<file path="config.mk">
export PLATFORM = sky130hd
export DESIGN_NAME = frame_fifo_writer
export DESIGN_NICKNAME = d
export VERILOG_FILES = /design/src/rtl/frame_fifo_writer.sv
export SDC_FILE = /design/constraint.sdc
export NUM_CORES = 1
export LEC_CHECK = 0
export ABC_AREA = 1
export BUFFER_PORTS_ARGS = -buffer_cell sky130_fd_sc_hd__buf_2
export CAP_MARGIN = 20
export CORE_UTILIZATION = 47
export CTS_BUF_LIST = sky130_fd_sc_hd__clkbuf_16
export DETAILED_ROUTE_END_ITERATION = 7
export PLACE_DENSITY = 0.72
export SLEW_MARGIN = 20
export SYNTH_ARGS = -nofsm -noshare
export SYNTH_HDL_FRONTEND = slang
export SYNTH_SLANG_ARGS = --single-unit
</file>
<file path="constraint.sdc">
create_clock -name clk_wr -period 1.5 [get_ports clk_wr]
set_clock_uncertainty 0.2 [all_clocks]
set_input_delay 0.3 -clock clk_wr [delete_from_list [all_inputs] [get_ports clk_wr]]
set_output_delay 0.3 -clock clk_wr [all_outputs]
set_load 0.05 [all_outputs]
</file>
<file path="src/rtl/frame_fifo_writer.sv">
// Frame-memory to pixel-FIFO write feeder: raster fetch, sof/eol/eof tagging, pulsed FIFO writes.
// Optional FRAME_LOOP_EN: stream frames back-to-back instead of returning to IDLE after eof.
module frame_fifo_writer #(
  parameter int          DATA_WIDTH     = 35,
  parameter int          H_ACTIVE       = 640,
  parameter int          V_ACTIVE       = 480,
  parameter int          MEM_ADDR_WIDTH = 20,
  parameter int unsigned BASE_ADDR      = 0
) (
  input  logic                      clk_wr,
  input  logic                      rst_n,
  input  logic                      start,
  input  logic                      abort,
  output logic                      mem_rd_req,
  output logic [MEM_ADDR_WIDTH-1:0] mem_addr,
  input  logic                      mem_rd_valid,
  input  logic [DATA_WIDTH-4:0]     mem_rdata,
  input  logic                      fifo_full,
  output logic                      fifo_wren,
  output logic [DATA_WIDTH-1:0]     fifo_data,
  output logic                      fifo_clear,
  output logic                      busy,
  output logic                      done
);

  localparam int XW = (H_ACTIVE > 1) ? $clog2(H_ACTIVE) : 1;
  localparam int YW = (V_ACTIVE > 1) ? $clog2(V_ACTIVE) : 1;
  localparam logic [XW-1:0] X_LAST = XW'(H_ACTIVE - 1);
  localparam logic [YW-1:0] Y_LAST = YW'(V_ACTIVE - 1);
  localparam logic [MEM_ADDR_WIDTH-1:0] BASE = MEM_ADDR_WIDTH'(BASE_ADDR);

  localparam logic [2:0] S_IDLE  = 3'd0;
  localparam logic [2:0] S_REQ   = 3'd1;
  localparam logic [2:0] S_WAIT  = 3'd2;
  localparam logic [2:0] S_WRITE = 3'd3;
  localparam logic [2:0] S_GAP   = 3'd4;

  logic [2:0]                state_q, state_d;
  logic [XW-1:0]             x_q, x_d;
  logic [YW-1:0]             y_q, y_d;
  logic [MEM_ADDR_WIDTH-1:0] addr_q, addr_d;
  logic [DATA_WIDTH-1:0]     word_q, word_d;
  logic                      clear_q, clear_d;
  logic                      last_pix;
  logic                      sof, eol, eof;

  assign last_pix = (x_q == X_LAST) && (y_q == Y_LAST);
  assign sof      = (x_q == '0) && (y_q == '0);
  assign eol      = (x_q == X_LAST);
  assign eof      = last_pix;

  always_comb begin
    state_d = state_q;
    x_d     = x_q;
    y_d     = y_q;
    addr_d  = addr_q;
    word_d  = word_q;
    clear_d = 1'b0;
    if ((state_q != S_IDLE) && abort) begin
      state_d = S_IDLE;
      clear_d = 1'b1;
    end else begin
      case (state_q)
        S_IDLE: begin
          if (start && !abort) begin
            clear_d = 1'b1;
            x_d     = '0;
            y_d     = '0;
            addr_d  = BASE;
            state_d = S_REQ;
          end
        end
        // Memory handshake: mem_rd_req/mem_addr hold until the one-cycle
        // mem_rd_valid strobe; data and tags are captured on that strobe.
        S_REQ: begin
          if (mem_rd_valid) begin
            word_d  = {sof, eol, eof, mem_rdata};
            state_d = fifo_full ? S_WAIT : S_WRITE;
          end
        end
        S_WAIT: begin
          if (!fifo_full) state_d = S_WRITE;
        end
        S_WRITE: state_d = S_GAP;
        S_GAP: begin
          addr_d = addr_q + 1'b1;
          if (x_q == X_LAST) begin
            x_d = '0;
            y_d = y_q + 1'b1;
          end else begin
            x_d = x_q + 1'b1;
          end
          if (last_pix) begin
            x_d = '0;
            y_d = '0;
`ifdef FRAME_LOOP_EN
            addr_d  = BASE;
            state_d = S_REQ;
`else
            state_d = S_IDLE;
`endif
          end else begin
            state_d = S_REQ;
          end
        end
        default: state_d = S_IDLE;
      endcase
    end
  end

  always_ff @(posedge clk_wr) begin
    if (!rst_n) begin
      state_q <= S_IDLE;
      x_q     <= '0;
      y_q     <= '0;
      addr_q  <= '0;
      word_q  <= '0;
      clear_q <= 1'b0;
    end else begin
      state_q <= state_d;
      x_q     <= x_d;
      y_q     <= y_d;
      addr_q  <= addr_d;
      word_q  <= word_d;
      clear_q <= clear_d;
    end
  end

  // abort suppresses request, write and done in the very cycle it is seen.
  assign mem_rd_req = (state_q == S_REQ) && !abort;
  assign mem_addr   = addr_q;
  assign fifo_wren  = (state_q == S_WRITE) && !abort;
  assign fifo_data  = word_q;
  assign fifo_clear = clear_q;
  assign busy       = (state_q != S_IDLE);
  assign done       = (state_q == S_GAP) && last_pix && !abort;

endmodule
</file>
# ---- Word-level counts from Yosys, hierarchy flattened
# Index checks and enable logic that the tools add are counted.
dict set report word_totals {
  reg_bits 78
}
dict set report classes {
  n_addsub 3
  eq_ne 10
  n_mux 19
  bitwise_logic 2
  reduce_logical 19
}
# op n
set ops {}
lappend ops {{one-hot mux 20 bit (2 select lines)} 1}
lappend ops {{two-way mux 10 bit} 3}
lappend ops {{two-way mux 9 bit} 3}
lappend ops {{adder 20 x 1 -> 20 bit, second input constant} 1}
lappend ops {{two-way mux 20 bit} 1}
lappend ops {{one-hot mux 10 bit (2 select lines)} 1}
lappend ops {{one-hot mux 9 bit (2 select lines)} 1}
lappend ops {{one-hot mux 3 bit (5 select lines)} 1}
lappend ops {{adder 10 x 1 -> 10 bit, second input constant} 1}
lappend ops {{== test 10 bit, second input constant} 1}
lappend ops {{zero test 10 bit} 1}
lappend ops {{adder 9 x 1 -> 9 bit, second input constant} 1}
lappend ops {{== test 9 bit, second input constant} 1}
lappend ops {{zero test 9 bit} 1}
lappend ops {{two-way mux 3 bit} 3}
lappend ops {{AND reduction 3 bit} 3}
lappend ops {{logical AND 1 bit} 8}
lappend ops {{== test 3 x 2 -> 1 bit, second input constant} 2}
lappend ops {{inequality test 2 bit, second input constant} 3}
lappend ops {{two-way mux 1 bit} 5}
lappend ops {{AND reduction 4 bit} 1}
lappend ops {{== test 3 x 1 -> 1 bit, second input constant} 1}
lappend ops {{== test 3 bit, second input constant} 1}
lappend ops {{zero test 3 bit} 1}
lappend ops {{6 further kinds} 7}

# ---- Logic depth before layout (Yosys ltp)
# Gate-level depths: netlist (run 1).
dict set report depth {
  word_depth 5
  depth_mapped 11
  mapped_depth_nobuf 10
}

# ---- Worst setup path before layout (run 1)
# Ideal clock, no wire load.
dict set report synth_timing {
  kind {reg-to-output}
  startpoint {register x_q[0]}
  endpoint {output port done}
  arrival_time_ns 1.697
  t_required_ns 1.000
  slack_ns -0.697
  path_stages_with_launch 8
  n_path_buf 0
  cell_sequence {dfxtp_1 -> ha_1 -> nand2_1 -> nor2_1 -> inv_1 -> nor2_1 -> nand2_1 -> nor2_1}
}
dict set report synth_via {
  elab_chain_cells 4
}
# element line_no
set synth_lines {}
lappend synth_lines {{start, declared} 39} ;# logic [XW-1:0] x_q, x_d;
lappend synth_lines {{start signal, assigned} 114} ;# x_q <= '0;
lappend synth_lines {{start signal, assigned} 121} ;# x_q <= x_d;
lappend synth_lines {{== test 10 bit} 47} ;# assign last_pix = (x_q == X_LAST) && (y_q == Y_LAST);
lappend synth_lines {{logical AND 1 bit} 47}
lappend synth_lines {{logical AND 1 bit (2 in series)} 136} ;# assign done = (state_q == S_GAP) && last_pix && !abort;
lappend synth_lines {{end, declared} 23} ;# output logic done
# Every way passes these cells.

# ---- Worst setup path in the final report (run 1)
dict set report layout_timing {
  startpoint {register x_q[0]}
  endpoint {register y_q[3]}
}
dict set report layout_via {
  elab_chain_cells 4
  word_cells_on_any_way 6
  classes_between {eq/ne (2); mux (2); reduce/logical (2)}
}
# element line_no
set layout_lines {}
lappend layout_lines {{== test 10 bit *} {47, 87}}
lappend layout_lines {{logical AND 1 bit} 47}
lappend layout_lines {{inequality test 3 bit (no source line) or two-way mux 9 bit (tied branches)} -}
lappend layout_lines {{AND reduction 4 bit (no source line) or one-hot mux 9 bit (2 select lines) (tied branches)} -}
lappend layout_lines {{end signal, assigned} 122} ;# y_q <= y_d;
lappend layout_lines {{end, declared} 40} ;# logic [YW-1:0] y_q, y_d;
# Mark *: on every way between the ends. The rest lies on a longest branch, timed or not.
# A chain may end at the register's enable or synchronous reset.

==> results.py, run 1 <==
metrics = {
    "global_route": {
        "grt_antenna_before_repair": 1,
        "grt_use_total_pct": 32.0,
        "grt_pass1_vias": 4479,
        "grt_pass1_wl_um": 21000,
        "grt_overflow": 0,
        "grt_max_degree": 21,
    },
    "clock_tree": {
        "cts_buffer_depth": 2,
        "numClockSinks": 78,
        "clock_latency_ps": 360,
        "cts_tree": "built",
        "clk_pin_slew_worst_paths_ps": 70,
        "root_buffer": "clkbuf_16",
        "cts_max_level": 3,
        "cts_made_buffers": 9,
    },
    "place": {
        "dpl.hpwl_um": 7100,
        "place.gp.congestion": 0.960,
        "port-buffer-count": 97,
        "placed_area_um2": 4830,
    },
    "run": {
        "drv_cap": 0,
    },
    "layout": {
        "syn2layout_area_growth_pct": 79.7,
        "nets": 758,
        "fin_util_pct": 89.4,
        "final_area_um2": 6620,
        "final_cell_mix": "90 x nand2_1, 88 x buf_4, 54 x dfxtp_1, 54 x buf_2, 52 x nor2_1",
        "final_common_cell": "nand2_1",
        "drive_gt1_share_pct": 56.5,
    },
    "yosys": {
        "syn_inst": 520,
        "yosysUniqueCellTypes": 35,
        "avgSynthCellArea_um2": 7.09,
        "yosys_warnings": 0,
        "synth.yosys.seq_area_share_pct": 42.4,
        "synth_seq_cells": 78,
        "syn_nets": 563,
        "netlist_area_um2": 3690,
    },
    "drt": {
        "vias": 5301,
        "viasPerCell": 6.46,
        "drt_iter0_drc": 683,
        "wl_per_cell_um": 24.5,
        "final_antenna_net_count": 0,
        "route.detailed.drc": 0,
        "first_pass_iters": 7,
        "drt-total-wl_um": 20100,
    },
    "power_and_ir_drop": {
        "vdd_drop_max_v": 0.000992,
        "power.leakage_nw": 2.84,
        "power_density_nw_per_um2": 921,
    },
    "floorplan": {
        "dieWidth_um": 90.6,
        "start_util_pct": 49.8,
        "core_um2": 7410,
        "rows": 31,
        "dieArea_um2": 8200,
        "die-height_um": 90.6,
        "ioPinCount": 98,
    },
    "worst_setup_path": {
        "worstSetupPathType": "flip-flop to flip-flop",
        "reg2reg_slack_ps": -600,
        "cp.arrival_ps": 2180,
        "rr_worst_depth": 13,
        "worst_setup_path_end_kind": "flip-flop",
        "cp.required_ps": 1580,
        "start_kind": "flip-flop",
        "rr_startpoint": "x_q[0]",
        "r2r_end": "y_q[3]",
        "path_max_fanout": 8,
    },
    "worst_hold_path": {
        "hold_depth": 3,
        "hold_path_end": "fifo_data[19]",
        "worstHoldPathType": "input pin to flip-flop",
        "min-delay-start": "mem_rdata[19]",
    },
    "timing": {
        "setup_violations": 99,
        "drv_slew": 0,
        "hold_violations": 0,
        "setup_ws_ps": -597,
        "period_share_pct": 140,
        "rsz0062_at_grt": "true",
        "fmax_ghz": 0.477,
        "worstMarginPinSlew_ps": 630,
        "fin_crit_ps": 2100,
        "timing.slew.headroom_pct": 57.8,
    },
    "outcome": {
        "failed_checks": "negative setup slack",
        "status": "finished with violations",
    },
}
==> layer usage <==
| layer | wire, µm | part of all wire, % | track usage [%] |
|---|---|---|---|
| met1 | 6430 | 32 | 33.9 |
| met2 | 8860 | 44 | 56.4 |
| met3 | 2390 | 12 | 9.18 |
| met4 | 2400 | 12 | 18.3 |
| met5 | 0 | 0 | 0 |
==> cell type report <==
| class | count | area, µm² |
|---|---|---|
| timing repair buffer | 191 | 1550 |
| sequential | 78 | 1620 |
| tap | 99 | 124 |
| clock buffer | 9 | 225 |
| clock inverter | 7 | 77.6 |
| timing repair inverter | 8 | 135 |
| antenna | 1 | 2.50 |
| inverter | 58 | 251 |
| multi-input combinational | 369 | 2640 |
| fill | 293 | 785 |
==> stage by stage <==
step	std cells	power, mW	hold slack (ps)	setup WS, ps	TNS, ps
2_1_floorplan	520	2.80	243	-244	-4750
3_3_place_gp	766	3.04	245	-282	-3310
3_5_place_dp	766	3.05	254	-297	-5230
4_1_cts	805	5.59	1.01	-506	-9770
5_1_grt	820	6.18	6.01	-672	-27300
6_report	820	6.10	8.46	-597	-23830
==> registers in the layout, indices dropped and copies added (netlist names) <==
signal,flops
fifo_clear,1
fifo_data,35
mem_addr,20
state_q,3
x_q,10
y_q,9
==> how the worst max path moves through the flow <==
stage	cells past startpoint	end	startpoint	slack (ps)
finish	13	y_q[3]	x_q[0]	-600
global placement	8	done	x_q[1]	-280
floorplan	7	done	x_q[1]	-240
detailed placement	8	done	x_q[1]	-300
CTS	8	done	y_q[1]	-510
global route	13	y_q[3]	x_q[0]	-670
==> synthesized netlist by cell type <==
library cell	count	area share [%]
o21bai_1	3	0.61
o21ai_1	2	0.27
nand3_1	21	2.9
buf_4	2	0.41
buf_6	6	1.8
dfxtp_1	78	42
nor3_2	2	0.54
a21oi_1	53	7.2
o211ai_4	1	0.58
a31oi_1	5	0.85
nor3b_2	1	0.34
nor4_1	2	0.34
or2_0	1	0.17
nand4_1	13	2.2
clkbuf_1	4	0.41
nor2_4	5	1.5
xnor2_1	1	0.24
inv_2	7	0.71
inv_4	2	0.34
nand3_2	1	0.27
nor2_2	1	0.17
o21ai_2	1	0.24
a211oi_1	2	0.41
nand2_1	150	15
nor3_1	11	1.5
buf_2	4	0.54
nand2_2	1	0.17
nor2_1	61	6.2
inv_1	49	5.0
nand2_4	4	1.2
o21ai_0	13	1.8
nor3b_1	2	0.41
nand3b_1	5	1.0
nand4_2	1	0.34
ha_1	5	1.7
==> kinds of logic (layout without fill, tap and decap cells) <==
kind of cell	count (synthesis)	after routing	synth area share [%]
AOI/OAI and AO/OA	80	80	11.9
DFF	78	78	42.4
and+or+nand+nor	282	283	34.6
other	0	1	0
buffers and inverters	74	273	9.23
xor gates and xnor gates	1	1	0.238
adders and majority gates	5	5	1.70
==> power breakdown <==
group	total (mW)	switching (mW)	internal [mW]
Clock	2.34	1.03	1.31
Combinational	1.55	0.991	0.563
Sequential	2.20	0.0788	2.12
Total	6.10	2.10	4.00
==> worst max-delay path, cell delays in order (launching register included) <==
cell and delay [ps]:
dfxtp_2 350, ha_4 150, nand2_4 60, nor2_4 140
buf_4 130, buf_6 80, buf_6 90, nand4_4 100
nand2_4 160, buf_8 160, nand3b_1 120, nand2_1 110
nand2_1 70, nor2_1 110
==> timing repair <==
item                                    4_1_cts  5_1_grt
hold endpoints to repair                      2        2
gates resized for setup                     166      148
setup buffers                                12       11
pin swaps                                    52       44
endpoints found under the setup margin       78       97
hold buffers                                  2        2
gates cloned                                  9        4
(Power assumes the default switching activity.)
==> run 2, diff against run 1 <==
--- a/config.mk
+++ b/config.mk
@@ -5,13 +5,13 @@
 export SDC_FILE = /design/constraint.sdc
 export NUM_CORES = 1
 export LEC_CHECK = 0
-export ABC_AREA = 1
 export BUFFER_PORTS_ARGS = -buffer_cell sky130_fd_sc_hd__buf_2
 export CAP_MARGIN = 20
 export CORE_UTILIZATION = 47
 export CTS_BUF_LIST = sky130_fd_sc_hd__clkbuf_16
+export CTS_CLUSTER_SIZE = 8
 export DETAILED_ROUTE_END_ITERATION = 7
-export PLACE_DENSITY = 0.72
+export PLACE_DENSITY = 0.73
 export SLEW_MARGIN = 20
 export SYNTH_ARGS = -nofsm -noshare
 export SYNTH_HDL_FRONTEND = slang
==> results.py, run 2 <==
metrics = {
    "place": {
        "place.gp.congestion": 0.886,
        "dp.cells": 668,
        "port-buffer-count": 97,
        "dpl.hpwl_um": 6630,
    },
    "worst_setup_path": {
        "slowest_stage": "dfxtp_2",
        "worstSetupPathType": "flip-flop to output pin",
        "cp.arrival_ps": 1720,
        "cp.required_ps": 1000,
        "worst_setup_path_end_kind": "output pin",
        "path_buf_inv": 1,
        "slowest_delay_ps": 350,
        "crit_family": "simple AND/OR/NAND/NOR gates",
        "start_kind": "flip-flop",
        "crit_chain": "ha_4 > nand4_1 > nor4b_4 > and3_4 > buf_8",
        "cp.depth": 5,
        "rr_worst_depth": 6,
        "path_max_fanout": 2,
    },
    "layout": {
        "nets": 666,
        "syn2layout_area_growth_pct": 83.7,
        "final_cells": 727,
        "largest_reg_flops": 35,
        "final_cell_mix": "76 x buf_4, 75 x buf_2, 60 x nand2_1",
        "drive_gt1_share_pct": 59.1,
        "antenna_cells": 0,
        "final_common_cell": "buf_4",
    },
    "timing": {
        "worstMarginPinSlew_ps": 432,
        "timing.slew.headroom_pct": 71.2,
        "setup_ws_ps": -718,
        "setup_violations": 84,
        "fin_setup_tns_ps": -34390,
        "fmax_ghz": 0.451,
        "drv_slew": 0,
        "hold_violations": 0,
        "rsz0062_at_grt": "true",
        "fin_crit_ps": 2220,
        "period_share_pct": 148,
    },
    "yosys": {
        "synth.yosys.seq_area_share_pct": 44.2,
        "synth_top_area_cell": "dfxtp_1",
        "avgSynthCellArea_um2": 8.49,
        "yosysUniqueCellTypes": 52,
        "yosys.area.top_type_share_pct": 44.2,
        "netlist_area_um2": 3530,
        "synthTopCellsByArea": "dfxtp_1 44%, nand2_1 10%, a21boi_1 4.7%",
        "syn_inst": 416,
        "ys_top_cells_by_count": "94 x nand2_1, 78 x dfxtp_1, 36 x nor2_1",
        "synth_seq_cells": 78,
        "synth_edf_count": 0,
        "synth_async_sr_flop_share_pct": 0,
        "yosysMostFrequentCell": "nand2_1",
        "yosys_warnings": 0,
        "dominantRegCellSynth": "dfxtp_1",
        "syn_nets": 459,
    },
    "outcome": {
        "status": "finished with violations",
        "failed_checks": "negative setup slack",
    },
    "power_and_ir_drop": {
        "power_density_nw_per_um2": 818,
        "vdd_drop_max_v": 0.000793,
        "total_power_mw": 5.30,
        "power.leakage_nw": 2.85,
    },
    "clock_tree": {
        "clock_latency_ps": 340,
        "clk_pin_slew_worst_paths_ps": 60,
        "cts_buffer_depth": 2,
        "numClockSinks": 78,
        "cts_max_level": 3,
        "cts_tree": "built",
        "root_buffer": "clkbuf_16",
        "cts_made_buffers": 9,
    },
    "floorplan": {
        "core_um2": 7250,
        "dieWidth_um": 88.7,
        "die-height_um": 88.7,
        "rows": 31,
        "dieArea_um2": 7860,
        "ioPinCount": 98,
        "start_util_pct": 48.7,
    },
    "drt": {
        "first_pass_iters": 5,
        "final_antenna_net_count": 0,
        "wl_per_cell_um": 20.2,
        "viasPerCell": 5.69,
        "vias": 4138,
        "drt_iter0_drc": 258,
        "route.detailed.drc": 0,
        "drt-total-wl_um": 14700,
    },
    "global_route": {
        "grt_antenna_before_repair": 0,
        "grt_overflow": 0,
        "grt_use_total_pct": 29.0,
        "grt_pass1_wl_um": 17400,
        "grt_max_degree": 29,
        "grt_pass1_vias": 3623,
    },
    "worst_hold_path": {
        "worstHoldPathType": "input pin to flip-flop",
        "hold_depth": 3,
    },
    "run": {
        "drv_cap": 0,
    },
}
[run 2: cell count changes in the layout (fill, tap and decap cells not counted), sizes merged, moves of 7 or more]
cell	change
inv	-55
buf	+33
o21ai	-9
nand2	-57
xnor2	+8
a21boi	+37
xor2	+18
a21oi	-46
clkbuf	-7
nor2	-27
[run 2: power breakdown]
group	leakage [nW]	internal (mW)	switching, mW
Combinational	2.04	0.320	0.431
Sequential	0.643	2.08	0.0187
Clock	0.170	1.55	0.896
[run 2: timing repair]
action                                 4_1_cts  5_1_grt
setup endpoints to repair                   96       93
gates resized for setup                    100      120
buffers inserted                            19       21
gates cloned                                 7        1
pin swaps                                   33       71
hold buffers                                 2        0
endpoints found under the hold margin        2        0
[run 2: stage by stage]
step | worst slack, ps | util (%) | instance area, µm² | hold WS [ps]
2_1_floorplan | -501 | - | 3840 | 235
3_3_place_gp | -500 | 67.2 | 4880 | 237
3_5_place_dp | -538 | 67.2 | 4880 | 242
4_1_cts | -658 | 81.3 | 5890 | 0.951
5_1_grt | -774 | 89.4 | 6480 | 14.2
6_report | -718 | 89.4 | 6480 | 4.36
[run 2: routing by layer]
layer	routed length (µm)	GRT usage, %
met5	0	0
met4	638	11.0
met3	945	3.82
met2	7560	53.6
met1	5550	33.9
[run 2: worst paths after layout]
path,startpoint,end,slack [ps]
worst min-delay path,mem_rdata[7],fifo_data[7],4
worst max register to register,x_q[6],y_q[0],-540
worst min register to register,fifo_data[6],fifo_data[6],250
worst max-delay path,y_q[1],done,-720
[run 2: layout make-up]
| class | instances | area, µm² |
|---|---|---|
| multi-input cells | 314 | 2640 |
| repair buffers | 214 | 1750 |
| flip-flops and latches | 78 | 1610 |
| fillers | 308 | 768 |
| clock buffers | 10 | 250 |
| well taps | 99 | 124 |
| clock inverters | 6 | 85.1 |
| inverters | 6 | 22.5 |
[run 2: kinds of logic (layout without fill, tap and decap cells)]
family	count (synthesis)	count (layout)	share of synthesized area, %
and+or+nand+nor	213	217	30.7
muxes	1	1	0.319
AOI/OAI and AO/OA	64	64	12.9
adders and majority gates	5	5	1.77
xor gates and xnor gates	27	27	6.70
buffers and inverters	28	236	3.37
DFF	78	78	44.2
[run 2: worst reg2reg max path, cell delays in order (launching register included)]
cell and delay, ps:
dfxtp_1 380, nand4_1 260, nor3_4 390, buf_4 190, nand2_2 50, or3_1 330, a21boi_1 160
==> run 3, diff against run 2 <==
--- a/config.mk
+++ b/config.mk
@@ -5,12 +5,13 @@
 export SDC_FILE = /design/constraint.sdc
 export NUM_CORES = 1
 export LEC_CHECK = 0
-export BUFFER_PORTS_ARGS = -buffer_cell sky130_fd_sc_hd__buf_2
+export BUFFER_PORTS_ARGS = -buffer_cell sky130_fd_sc_hd__buf_4
 export CAP_MARGIN = 20
 export CORE_UTILIZATION = 47
 export CTS_BUF_LIST = sky130_fd_sc_hd__clkbuf_16
 export CTS_CLUSTER_SIZE = 8
 export DETAILED_ROUTE_END_ITERATION = 7
+export HOLD_SLACK_MARGIN = 0.15
 export PLACE_DENSITY = 0.73
 export SLEW_MARGIN = 20
 export SYNTH_ARGS = -nofsm -noshare
==> constraint.sdc (replaced) <==
create_clock -name clk_wr -period 1.5 [get_ports clk_wr]
set_clock_uncertainty 0.2 [all_clocks]
set_input_delay 0.15 -clock clk_wr [delete_from_list [all_inputs] [get_ports clk_wr]]
set_output_delay 0.15 -clock clk_wr [all_outputs]
set_load 0.05 [all_outputs]
==> results.py, run 3 (synthesis results as in run 2) <==
metrics = {
    "outcome": {
        "status": "finished with violations",
        "failed_checks": "negative setup slack",
    },
    "timing": {
        "fin_crit_ps": 2220,
        "hold_violations": 0,
        "timing.slew.headroom_pct": 62.4,
        "drv_slew": 0,
        "fin_setup_tns_ps": -37400,
        "worstMarginPinSlew_ps": 564,
        "setup_ws_ps": -720,
        "rsz0062_at_grt": "true",
        "fmax_ghz": 0.451,
        "period_share_pct": 148,
        "setup_violations": 82,
    },
    "worst_setup_path": {
        "rr_worst_depth": 7,
        "cp.arrival_ps": 1870,
        "rr_startpoint": "y_q[1]",
        "reg2reg_slack_ps": -680,
        "slowest_delay_ps": 370,
        "crit_chain": "ha_4 > nand4_1 > nor4b_4 > and3_4 > buf_8",
        "cp.required_ps": 1150,
        "start_kind": "flip-flop",
        "path_max_fanout": 3,
        "slowest_stage": "nor4b_4",
        "worstSetupPathType": "flip-flop to output pin",
        "r2r_end": "y_q[5]",
        "worst_setup_path_end_kind": "output pin",
    },
    "worst_hold_path": {
        "worstHoldPathType": "input pin to flip-flop",
        "hold_depth": 3,
        "min-delay-start": "rst_n",
        "hold_path_end": "state_q[2]",
    },
    "layout": {
        "syn2layout_area_growth_pct": 100,
        "final_cells": 758,
        "largest_reg_flops": 35,
        "drive_gt1_share_pct": 60.8,
        "nets": 697,
        "fin_util_pct": 97.6,
        "final_cell_mix": "157 x buf_4, 56 x dfxtp_1, 46 x nand2_1",
        "antenna_cells": 0,
        "final_area_um2": 7080,
        "nFillCells": 97,
        "final_common_cell": "buf_4",
    },
    "clock_tree": {
        "root_buffer": "clkbuf_16",
        "clock_latency_ps": 330,
        "numClockSinks": 78,
        "cts_made_buffers": 9,
        "cts_max_level": 3,
        "cts_hold_buf": 34,
        "clk_pin_slew_worst_paths_ps": 60,
        "cts_tree": "built",
        "cts_buffer_depth": 2,
    },
    "floorplan": {
        "rows": 31,
        "start_util_pct": 48.7,
        "core_um2": 7250,
        "ioPinCount": 98,
        "dieWidth_um": 88.7,
        "dieArea_um2": 7860,
        "die-height_um": 88.7,
    },
    "drt": {
        "first_pass_iters": 5,
        "drt-total-wl_um": 20400,
        "viasPerCell": 6.40,
        "vias": 4848,
        "drt_iter0_drc": 425,
        "final_antenna_net_count": 0,
        "wl_per_cell_um": 27.0,
        "route.detailed.drc": 0,
    },
    "global_route": {
        "grt_use_total_pct": 37.0,
        "grt_antenna_before_repair": 0,
        "grt_pass1_wl_um": 21600,
        "grt_max_degree": 26,
        "grt_overflow": 0,
        "grt_pass1_vias": 4216,
    },
    "run": {
        "drv_cap": 0,
    },
    "place": {
        "port-buffer-count": 97,
        "place.gp.congestion": 0.890,
        "pre_cts_slack_ps": -398,
        "placed_area_um2": 5060,
        "dp.cells": 663,
        "dpl.hpwl_um": 6800,
    },
    "power_and_ir_drop": {
        "power_density_nw_per_um2": 738,
        "vdd_drop_max_v": 0.000641,
        "power.leakage_nw": 3.01,
    },
}
==> run 3: changes by cell type in the layout (fill, tap and decap cells not counted), moves of 3 or more <==
cell | before | now
a21boi_1 | 24 | 14
a21boi_2 | 13 | 22
buf_12 | 9 | 6
buf_2 | 75 | 0
buf_4 | 76 | 157
buf_6 | 45 | 39
buf_8 | 4 | 8
dlygate4sd3_1 | 2 | 34
nand2_1 | 60 | 46
nand2_2 | 8 | 18
nand2_4 | 25 | 30
nor2_1 | 28 | 23
nor2_2 | 5 | 8
==> run 3: final cells by class <==
class | count | area [µm²] | share of cell area (%)
Clock inverter | 6 | 33.8 | 0.477
Inverter | 6 | 22.5 | 0.318
Sequential cell | 78 | 1610 | 22.8
Timing Repair Buffer | 246 | 2250 | 31.8
Multi-Input combinational cell | 313 | 2780 | 39.3
Clock buffer | 10 | 250 | 3.54
Tap cell | 99 | 124 | 1.75
==> run 3: report_power, final <==
part	total, mW	switching [mW]	internal, mW
Combinational	0.944	0.505	0.439
Sequential	2.11	0.0266	2.08
Clock	2.17	0.950	1.22
Total	5.22	1.48	3.74
==> run 3: layer usage <==
| metal | vias to the layer above | share of wire (%) | routed length, µm | global-route usage, % |
|---|---|---|---|---|
| li1 | 1917 | - | - | - |
| met1 | 2246 | 31 | 6400 | 39.8 |
| met2 | 475 | 48 | 9850 | 66.1 |
| met3 | 210 | 11 | 2270 | 9.42 |
| met4 | 0 | 9.4 | 1920 | 20.8 |
| met5 | - | 0 | 0 | 0 |
==> run 3: per-stage QoR <==
step | power [mW] | hold slack (ps)
2_1_floorplan | 2.45 | 84.9
3_3_place_gp | 2.63 | 197
3_5_place_dp | 2.64 | 206
4_1_cts | 4.93 | 15.5
5_1_grt | 5.31 | 35.9
6_report | 5.22 | 40.2
==> run 3: how the worst max path moves through the flow <==
stage               startpoint       endpoint
CTS                     y_q[0]           done
floorplan           state_q[1]  fifo_data[34]
finish                  y_q[1]           done
detailed placement  state_q[0]         x_q[0]
global route            y_q[1]           done
global placement    state_q[0]   mem_addr[16]
==> run 3: what timing repair did <==
action / CTS / global route
setup buffers: 24 / 25
gates resized for setup: 100 / 152
pin swaps: 63 / 82
gates cloned: 8 / 2
setup endpoints to repair: 82 / 82
endpoints found under the hold margin: 60 / 34
==> run 3: critical path, delay by kind of cell (launching register included) <==
kind,cells,cell delay [ps]
AND/OR/NAND/NOR,3,870
buffers and inverters,1,140
flip-flops,1,360
adder cells (fa/ha/maj),1,160
